--- src/rtl/btb_pkg.sv ---
// Shared BTB types: index/tag/target widths and the update packet written into the BTB.
package btb_pkg;

    localparam int BTB_IDX_W       = 5;
    localparam int BTB_TAG_W       = 8;
    localparam int BTB_DATA_W      = 30;
    localparam int BTB_DEPTH       = 4;
    localparam int NUM_BTB_ENTRIES = 2 ** BTB_IDX_W;

    typedef logic [BTB_IDX_W-1:0]  BTB_IDX;
    typedef logic [BTB_TAG_W-1:0]  BTB_TAG;
    typedef logic [BTB_DATA_W-1:0] BTB_DATA;

    typedef struct packed {
        BTB_IDX  idx;
        BTB_TAG  tag;
        BTB_DATA data;
    } BTB_UPD_PACKET;

endpackage

--- src/rtl/btb_upd_cam.sv ---
// DEPTH-way compare of queued entries against a key; reports every match and the youngest one.
module btb_upd_cam
    import btb_pkg::*;
#(
    parameter int DEPTH = BTB_DEPTH,
    parameter int IDX_W = BTB_IDX_W,
    parameter int TAG_W = BTB_TAG_W,
    localparam int PTR_W = $clog2(DEPTH)
) (
    input  logic [DEPTH-1:0][IDX_W-1:0] ent_idx,
    input  logic [DEPTH-1:0][TAG_W-1:0] ent_tag,
    input  logic [DEPTH-1:0]            live,
    input  logic [PTR_W-1:0]            head,
    input  logic [IDX_W-1:0]            key_idx,
    input  logic [TAG_W-1:0]            key_tag,
    input  logic                        use_tag,
    output logic [DEPTH-1:0]            match,
    output logic [PTR_W-1:0]            sel
);

    logic [PTR_W-1:0] slot;

    always_comb begin
        for (int i = 0; i < DEPTH; i++) begin
            match[i] = live[i] && (ent_idx[i] == key_idx) &&
                       (!use_tag || (ent_tag[i] == key_tag));
        end
    end

    // Walk from oldest (head) to youngest so the last hit seen is the youngest.
    always_comb begin
        sel  = head;
        slot = head;
        for (int k = 0; k < DEPTH; k++) begin
            slot = head + PTR_W'(k);
            if (match[slot]) begin
                sel = slot;
            end
        end
    end

endmodule

--- src/rtl/btb_update_ctrl.sv ---
// Coalescing queue between branch retire and the single-write-port BTB, with fetch forwarding.
module btb_update_ctrl
    import btb_pkg::*;
#(
    parameter int IDX_W  = BTB_IDX_W,
    parameter int TAG_W  = BTB_TAG_W,
    parameter int DATA_W = BTB_DATA_W,
    parameter int DEPTH  = BTB_DEPTH
) (
    input  logic                   clock,
    input  logic                   reset,
    input  logic [1:0]             upd_valid,
    input  logic [1:0][IDX_W-1:0]  upd_idx,
    input  logic [1:0][TAG_W-1:0]  upd_tag,
    input  logic [1:0][DATA_W-1:0] upd_data,
    output logic                   upd_ready,
    output logic                   btb_wr_en,
    output logic [IDX_W-1:0]       btb_wr_idx,
    output logic [TAG_W-1:0]       btb_wr_tag,
    output logic [DATA_W-1:0]      btb_wr_data,
    input  logic [IDX_W-1:0]       lk_idx,
    input  logic [TAG_W-1:0]       lk_tag,
    output logic                   fwd_valid,
    output logic [DATA_W-1:0]      fwd_data,
    output logic                   err_overflow
);

    localparam int PTR_W = $clog2(DEPTH);
    localparam int CNT_W = $clog2(DEPTH + 1);

    // Handshake: a request on upd_valid[r] is taken at the rising edge; upd_ready is
    // a registered-state capacity hint (two free slots), never a function of upd_valid.

    logic                          rst_meta;
    logic                          rst_sync_n;

    logic [DEPTH-1:0][IDX_W-1:0]   ent_idx;
    logic [DEPTH-1:0][TAG_W-1:0]   ent_tag;
    logic [DEPTH-1:0][DATA_W-1:0]  ent_data;
    logic [DEPTH-1:0]              live;
    logic [PTR_W-1:0]              head;
    logic [PTR_W-1:0]              tail;
    logic [CNT_W-1:0]              count;

    logic                          pop;
    logic [DEPTH-1:0]              coal_live;
    logic [1:0][DEPTH-1:0]         push_match;
    logic [1:0][PTR_W-1:0]         push_sel;
    logic [DEPTH-1:0]              fwd_match;
    logic [PTR_W-1:0]              fwd_sel;
    logic                          eff0;
    logic                          eff1;
    logic                          co0;
    logic                          co1;
    logic                          alloc0;
    logic                          alloc1;
    logic [CNT_W-1:0]              free_slots;
    logic [PTR_W-1:0]              tail1;
    logic [CNT_W-1:0]              count_next;

    // Reset asserts asynchronously but releases on a clock edge.
    always_ff @(posedge clock or negedge reset) begin
        if (!reset) begin
            rst_meta   <= 1'b0;
            rst_sync_n <= 1'b0;
        end else begin
            rst_meta   <= 1'b1;
            rst_sync_n <= rst_meta;
        end
    end

    for (genvar r = 0; r < 2; r++) begin : g_push_cam
        btb_upd_cam #(
            .DEPTH (DEPTH),
            .IDX_W (IDX_W),
            .TAG_W (TAG_W)
        ) u_push_cam (
            .ent_idx (ent_idx),
            .ent_tag (ent_tag),
            .live    (coal_live),
            .head    (head),
            .key_idx (upd_idx[r]),
            .key_tag (upd_tag[r]),
            .use_tag (1'b0),
            .match   (push_match[r]),
            .sel     (push_sel[r])
        );
    end

    btb_upd_cam #(
        .DEPTH (DEPTH),
        .IDX_W (IDX_W),
        .TAG_W (TAG_W)
    ) u_fwd_cam (
        .ent_idx (ent_idx),
        .ent_tag (ent_tag),
        .live    (live),
        .head    (head),
        .key_idx (lk_idx),
        .key_tag (lk_tag),
        .use_tag (1'b1),
        .match   (fwd_match),
        .sel     (fwd_sel)
    );

    // The head always drains this cycle, so it is never a coalescing target.
    always_comb begin
        pop       = (count != '0);
        coal_live = live;
        if (pop) begin
            coal_live[head] = 1'b0;
        end
    end

    always_comb begin
        eff0       = upd_valid[0] && !(upd_valid[1] && (upd_idx[0] == upd_idx[1]));
        eff1       = upd_valid[1];
        co0        = eff0 && (|push_match[0]);
        co1        = eff1 && (|push_match[1]);
        free_slots = CNT_W'(DEPTH) - count;
        alloc0     = eff0 && !co0 && (free_slots != '0);
        alloc1     = eff1 && !co1 && (free_slots > CNT_W'(alloc0));
        tail1      = tail + PTR_W'(alloc0);
        count_next = count + CNT_W'(alloc0) + CNT_W'(alloc1) - CNT_W'(pop);
    end

    always_ff @(posedge clock or negedge rst_sync_n) begin
        if (!rst_sync_n) begin
            ent_idx      <= '0;
            ent_tag      <= '0;
            ent_data     <= '0;
            live         <= '0;
            head         <= '0;
            tail         <= '0;
            count        <= '0;
            err_overflow <= 1'b0;
        end else begin
            if (pop) begin
                live[head] <= 1'b0;
            end
            if (co0) begin
                ent_tag[push_sel[0]]  <= upd_tag[0];
                ent_data[push_sel[0]] <= upd_data[0];
            end
            if (alloc0) begin
                ent_idx[tail]  <= upd_idx[0];
                ent_tag[tail]  <= upd_tag[0];
                ent_data[tail] <= upd_data[0];
                live[tail]     <= 1'b1;
            end
            if (co1) begin
                ent_tag[push_sel[1]]  <= upd_tag[1];
                ent_data[push_sel[1]] <= upd_data[1];
            end
            if (alloc1) begin
                ent_idx[tail1]  <= upd_idx[1];
                ent_tag[tail1]  <= upd_tag[1];
                ent_data[tail1] <= upd_data[1];
                live[tail1]     <= 1'b1;
            end
            head  <= head + PTR_W'(pop);
            tail  <= tail + PTR_W'(alloc0) + PTR_W'(alloc1);
            count <= count_next;
            if ((upd_valid != 2'b00) && !upd_ready) begin
                err_overflow <= 1'b1;
            end
        end
    end

    always_comb begin
        upd_ready   = (count <= CNT_W'(DEPTH - 2));
        btb_wr_en   = pop;
        btb_wr_idx  = pop ? ent_idx[head]  : '0;
        btb_wr_tag  = pop ? ent_tag[head]  : '0;
        btb_wr_data = pop ? ent_data[head] : '0;
        fwd_valid   = |fwd_match;
        fwd_data    = (|fwd_match) ? ent_data[fwd_sel] : '0;
    end

endmodule

--- config.mk ---
export PLATFORM = sky130hd
export DESIGN_NAME = btb_update_ctrl
export DESIGN_NICKNAME = d
export VERILOG_FILES = /design/src/rtl/btb_pkg.sv /design/src/rtl/btb_upd_cam.sv /design/src/rtl/btb_update_ctrl.sv
export SDC_FILE = /design/constraint.sdc
export NUM_CORES = 1
export LEC_CHECK = 0
export ABC_AREA = 1
export BUFFER_PORTS_ARGS = -buffer_cell sky130_fd_sc_hd__buf_2
export CAP_MARGIN = 0
export CORE_MARGIN = 5
export CORE_UTILIZATION = 45
export CTS_CLUSTER_DIAMETER = 50
export CTS_CLUSTER_SIZE = 28
export DETAILED_ROUTE_END_ITERATION = 8
export SLEW_MARGIN = 10
export SYNTH_ARGS = -nofsm -noshare
export SYNTH_HDL_FRONTEND = slang
export SYNTH_SLANG_ARGS = --single-unit
--- constraint.sdc ---
create_clock -name clock -period 6.9 [get_ports clock]
set_input_delay 1.035 -clock clock [delete_from_list [all_inputs] [get_ports clock]]
set_output_delay 1.035 -clock clock [all_outputs]
set_load 0.02 [all_outputs]
-- After elaboration in Yosys (flattened, before gate mapping)
Index checks and enable logic that the tools add are counted.
- bits in registers: 186
- word-level logic and storage cells: 194
- output and inout bits: 77
- input bits: 103
- add/subtract/negate cells: 10
- order comparisons: 16
- reductions and logical operators: 40
- bitwise logic cells: 4
- equality and inequality tests: 17
- mux-type cells: 88
- operators by type and width (kind ; number):
    120-bit bitwise mux ; 4
    120-bit 2-to-1 mux ; 4
    30-bit demux with 2-bit select ; 4
    30-bit 2-to-1 mux ; 8
    32-bit bitwise mux ; 4
    32-bit 2-to-1 mux ; 4
    30-bit binary-select mux with 2-bit select ; 2
    5-bit == test ; 13
    8-bit demux with 2-bit select ; 4
    8-bit 2-to-1 mux ; 6
    20-bit bitwise mux ; 2
    20-bit 2-to-1 mux ; 2
    8-bit == test ; 4
    1-bit logical AND ; 30
    2-bit by 3-bit < comparator with 1-bit output, second input constant ; 9
    5-bit demux with 2-bit select ; 2
    5-bit 2-to-1 mux ; 4
    1-bit binary-select mux with 2-bit select ; 9
    2-bit 2-to-1 mux ; 9
    8-bit binary-select mux with 2-bit select ; 1
    1-bit 2-to-1 mux ; 12
    4-bit 2-to-1 mux ; 3
    4-bit OR reduction ; 3
    5-bit binary-select mux with 2-bit select ; 1
    other kinds (16) ; 31

-- Depth between registers and ports, before layout
- word-level depth: 25
- gate-level depth with buffers: 28
- gate-level depth less buffers: 24

-- By module
From an unflattened synthesis, not the netlist that was laid out.
- cell total of the unflattened synthesis: 3014
- area, all modules: 18066.1 µm²
- by module, submodules not included (module ; instances ; area each (µm²) ; sequential area each (µm²) ; cells an instance):
    btb_update_ctrl ; 1 ; 14976.9 ; 4654.5 ; 2396
    btb_upd_cam ; 3 ; 1029.7 ; 0.0 ; 206

-- Worst setup path after synthesis
No wires, ideal clock.
- path type: reg-to-output
- start: register head[0]
- end: output port fwd_data[10]
- path slack: 2491 ps
- stages on the path, launching flop included: 18
- required time: 5865 ps
- path buffers: 6
- arrival time: 3374 ps
- cell sequence: dfrtp_1 > inv_1 > buf_2 > clkbuf_1 > clkbuf_1 > clkbuf_1 > ha_1 > clkbuf_1 > inv_1 > nand3_1 > nand2_1 > nand2_1 > nand2_1 > nand2_1 > inv_1 > clkbuf_1 > nand3_1 > a21oi_1
- longest elaborated chain between the ends: 9
- elaborated cells on any way between the ends: 15
- classes of those cells: add/sub (3); mux (12)
- ends and longest elaborated chain (item ; line ; text):
    from (decl) ; btb_update_ctrl.sv:41 ; logic [PTR_W-1:0] head;
    from (signal assigned) ; btb_update_ctrl.sv:161 ; head <= head + PTR_W'(pop);
    2-bit by 1-bit adder with 2-bit output ; btb_upd_cam.sv:35 ; slot = head + PTR_W'(k);
    1-bit binary-select mux with 2-bit select ; btb_upd_cam.sv:36 ; if (match[slot]) begin
    1-bit 2-to-1 mux (implied by the code) ; btb_upd_cam.sv:36 ;
    2-bit 2-to-1 mux (2 in series) ; btb_upd_cam.sv:36 ;
    2-bit 2-to-1 mux * ; btb_upd_cam.sv:36 ;
    30-bit binary-select mux with 2-bit select * ; btb_update_ctrl.sv:177 ; fwd_data = (|fwd_match) ? ent_data[fwd_sel] : '0;
    30-bit 2-to-1 mux (implied by the code) * ; btb_update_ctrl.sv:177 ;
    30-bit 2-to-1 mux * ; btb_update_ctrl.sv:177 ;
    to (decl) ; btb_update_ctrl.sv:24 ; output logic [DATA_W-1:0] fwd_data,
Every way passes the cells marked *; elsewhere a longest branch is shown, timed or not. The select of a mux whose other input is x is not followed.

-- Final worst setup path
- start: register head[0]
- end: register ent_tag[10] in the netlist's numbering
- longest elaborated chain between the ends: 25
- elaborated cells on any way between the ends: 72
- classes of those cells: add/sub (4); order compare (9); mux (35); bitwise (2); reduce/logical (22)
- ends and longest elaborated chain (item ; line ; text):
    2-bit by 3-bit < comparator with 1-bit output (implied by the code) or 2-bit by 1-bit >= comparator with 1-bit output (tied branches) ; btb_update_ctrl.sv:111 ; coal_live[head] = 1'b0;
    1-bit logical AND (implied by the code) ; btb_update_ctrl.sv:111 ;
    1-bit 2-to-1 mux (implied by the code) ; btb_update_ctrl.sv:111 ;
    1-bit demux with 2-bit select ; btb_update_ctrl.sv:111 ;
    4-bit inverter (no line) ; n/a ;
    4-bit bitwise AND (no line) ; n/a ;
    4-bit 2-to-1 mux ; btb_update_ctrl.sv:110 ; if (pop) begin
    1-bit logical AND ; btb_upd_cam.sv:25 ; match[i] = live[i] && (ent_idx[i] == key_idx) &&
    [... 9 more ...] ; n/a ;
    32-bit bitwise mux ; btb_update_ctrl.sv:142 ; ent_tag[push_sel[0]] <= upd_tag[0];
    32-bit 2-to-1 mux ; btb_update_ctrl.sv:141 ; if (co0) begin
    32-bit bitwise mux ; btb_update_ctrl.sv:147 ; ent_tag[tail] <= upd_tag[0];
    32-bit 2-to-1 mux ; btb_update_ctrl.sv:145 ; if (alloc0) begin
    32-bit bitwise mux ; btb_update_ctrl.sv:152 ; ent_tag[push_sel[1]] <= upd_tag[1];
    32-bit 2-to-1 mux ; btb_update_ctrl.sv:151 ; if (co1) begin
    32-bit bitwise mux ; btb_update_ctrl.sv:157 ; ent_tag[tail1] <= upd_tag[1];
    32-bit 2-to-1 mux * ; btb_update_ctrl.sv:155 ; if (alloc1) begin
    to (signal, indexed assignment) ; btb_update_ctrl.sv:147 ;
    to (signal, indexed assignment) ; btb_update_ctrl.sv:152 ;
    to (signal, indexed assignment) ; btb_update_ctrl.sv:157 ;
    to (decl) ; btb_update_ctrl.sv:38 ; logic [DEPTH-1:0][TAG_W-1:0] ent_tag;
Marked as above.
A chain may end at the register's enable or synchronous reset.

==> run summary <==
ys flop type: dfrtp_1
Clock Pin Slew Worst Setup and Hold Paths: 0.08 ns
total grt overflow: 0
layout cell share with drive strength beyond 1: 0.1172
Crit Reg-Reg Endpoint: ent_tag[10]$_DFF_PN0_
Post-Synthesis Cells: 2597
Area Overhead vs Synth: 9.111%
status: completed
final worst path period need: 5.456 ns
Slew Limit Headroom: 0.1868
post-cts repair resize count: 0
Max Slew Vio Count: 0
Final Cycle Share: 0.7908
Post-route DRC: 0
Post-synth EDFFs: 0
Placer Congestion: 0.9856
total track usage: 0.3211
RSZ-0062 raised after global routing: no
Worst Max-Slew Pin Slew: 1.217 ns
fin cells: 3128
worst endpoint required time: 7.31 ns
Hold Vio Cnt, Final: 0
cts hold-fix bufs: 0
Final nets: 2786
antenna violations before repair: 2
Post-Route Setup TNS: 0 ns
total clock sinks: 186
crit path kind: flip-flop to flip-flop
VDD IR max: 0.4670 mV
Crit Path Max Fanout: 104
routed len/inst: 19.98 um
die height: 195.3 um
post-route antenna net violation count: 0
post-synth top area cell: dfrtp_1
Initial Utilization: 0.4585
Mapped Area: 0.01545 mm^2
Port-buffer cells: 179
CP Capture Type: flip-flop
Routed WL: 62510 um
r2r setup slk: 1.44 ns
Max Clock Freq: 0.1833 GHz
R2R cell count: 21
CTS Root Cell: clkbuf_16
num rows: 67
syn nets: 2716
Max H-tree Level: 4
clock buffer count from CTS: 17
Distinct cells, synth: 38
#FFs+latches synth: 186
Area contributors post-synth: dfrtp_1 30%, nand2_1 22%, nand3_1 15%, inv_1 9.2%, a21oi_1 5.7%
first-pass iteration count of the detailed router: 6
ant diodes: 0
Via Count: 17511
critical path launch point type: flip-flop
min-delay worst type: input pin to asynchronous set/reset pin
Post-Syn Area per Cell: 5.949 um^2
Final Setup Violations: 0
origin of the critical flop-to-flop path: head[0]$_DFF_PN0_
Post CTS Setup Buffer Count: 0
arrival time at the worst endpoint: 5.86 ns
hpwl dp: 39680 um
Placed Cells: 3096
vias per cell: 5.598
Yosys top cell area share: 0.3013
global-route wire length before repair: 97260 um
DR iter-0 viols: 1758
Core ar.: 0.03370 mm^2
Die ar.: 0.03814 mm^2
clock latency on the worst-skew pair: 0.47 ns
Max Root-Sink Buffers: 2
Syn. warnings: 0
CTS tree: yes
vias in the first global route: 16706
FFs w/ async S/R, synth: 1.000
Seq/Total Area, Yosys: 0.3013
pin count of the biggest net entering global routing: 131
Die Wd: 195.3 um
I/O pin total: 180
clk_skew: 0.01725 ns
Leakage Power: 9.786 nW
Max-Cap Viols: 0
Power Dens Cells: 622.6 mW/mm^2
## logic make-up (layout without fill, tap and decap cells)
logic type,after synthesis,after routing,synth area share
AOI/OAI and AO/OA,326,326,0.1086
DFF,186,186,0.3013
and+or+nand+nor,1497,1497,0.4152
other,1,1,0.0002427
adders and majority gates,16,16,0.01393
buffers and inverters,562,645,0.1557
xor gates and xnor gates,9,9,0.005102
## registers in the layout, indices dropped and copies added (netlist names)
| register | cells |
|---|---|
| count | 3 |
| err_overflow | 1 |
| ent_data | 120 |
| tail | 2 |
| rst_sync_n | 1 |
| ent_idx | 20 |
| ent_tag | 32 |
| rst_meta | 1 |
| live | 4 |
| head | 2 |
## area by class of cell
type,instances,area (um^2)
fill,3633,16840
multi-input combinational,1849,8426
sequential,186,4663
inverter,406,1528
timing repair buffer,207,1119
tap,448,560.5
clock buffer,18,429.2
clock inverter,14,132.6
## worst max-delay path by stage
stage | slack, ns | from | cells after the start | end
global placement | 1.61 | head[0]$_DFF_PN0_ | 21 | ent_data[35]$_DFF_PN0_
detailed placement | 1.60 | head[0]$_DFF_PN0_ | 21 | ent_tag[12]$_DFF_PN0_
finish | 1.44 | head[0]$_DFF_PN0_ | 21 | ent_tag[10]$_DFF_PN0_
CTS | 1.55 | head[0]$_DFF_PN0_ | 21 | ent_data[52]$_DFF_PN0_
floorplan | 1.33 | rst_sync_n$_DFF_PN0_ | 0 | count[0]$_DFF_PN0_
global route | 1.17 | head[0]$_DFF_PN0_ | 21 | ent_data[37]$_DFF_PN0_
## per-stage QoR
| stage | hold slack, ns | worst slack (ns) | instance area (um^2) | power [mW] | util |
|---|---|---|---|---|---|
| after global routing | 0.3247 | 1.170 | 16860 | 11.47 | 0.5002 |
| final | 0.3338 | 1.444 | 16860 | 10.50 | 0.5002 |
| after CTS | 0.3181 | 1.550 | 16860 | 10.40 | 0.5002 |
| after global placement | 0.3369 | 1.614 | 16300 | 9.247 | 0.4836 |
| after detailed placement | 0.3363 | 1.595 | 16300 | 9.366 | 0.4836 |
| after floorplan | 0.3312 | 1.333 | 15450 | 7.454 | - |
## layout by cell type, fill, tap and decap left out, types with 2 or more instances in the layout
master,Yosys,final
xnor2_1,3,3
buf_4,26,27
nand2_2,17,18
clkbuf_16,0,17
xor2_1,6,6
o22ai_1,4,4
fa_1,2,2
ha_1,14,13
nand2_1,885,884
nand3_1,454,449
inv_2,25,26
nand3b_1,10,10
nor3_1,2,2
a21oi_1,177,177
dfrtp_4,0,2
buf_2,42,179
and3_1,2,2
nor3b_1,2,2
nand3_2,8,13
clkinvlp_4,0,4
o21ai_0,122,122
nor2_2,5,4
inv_1,380,378
inv_6,0,4
o21ai_1,8,8
inv_8,0,3
nor3_2,2,2
nand4_1,6,6
nor2_4,3,4
o211ai_1,11,11
nor2_1,99,99
clkinv_4,0,2
dfrtp_1,186,183
## routing by layer
metal	track usage	part of all wire	vias to the layer above
met5	0	0.00053	-
li1	-	-	8266
met2	0.5079	0.45	921
met1	0.4366	0.42	8166
met3	0.06186	0.091	154
met4	0.1236	0.036	4
## report_power, final
group | switching [mW] | total [mW] | internal (mW)
logic | 5.00 | 7.25 | 2.25
clock network | 0.531 | 1.01 | 0.478
registers | 0.518 | 2.23 | 1.72
total | 6.05 | 10.5 | 4.45
## Yosys cell counts (2+ instances only)
master,instances
a21oi_1,177
and3_1,2
buf_1,11
buf_2,42
buf_4,26
buf_6,19
clkbuf_1,58
dfrtp_1,186
fa_1,2
ha_1,14
inv_1,380
inv_2,25
nand2_1,885
nand2_2,17
nand3_1,454
nand3_2,8
nand3b_1,10
nand4_1,6
nor2_1,99
nor2_2,5
nor2_4,3
nor3_1,2
nor3_2,2
nor3b_1,2
o211ai_1,11
o21ai_0,122
o21ai_1,8
o22ai_1,4
xnor2_1,3
xor2_1,6
## critical path: stages, from the launching register on
cell and delay, ns:
dfrtp_4 0.42, buf_4 0.88, ha_1 0.28, nand2_1 0.05, nand2_1 0.12, a21oi_1 0.08, nand3_1 0.22, nand2_1 0.09
nor2_1 0.19, nand2_1 0.12, inv_2 0.15, ha_1 0.16, nor2_1 0.04, nor3b_1 0.18, nor2_1 0.07, nand2_2 0.18
nor3_4 0.11, nor2_4 0.94, inv_2 0.72, nand2_1 0.20, nand2_1 0.08, inv_1 0.05
(Power assumes the default switching activity.)
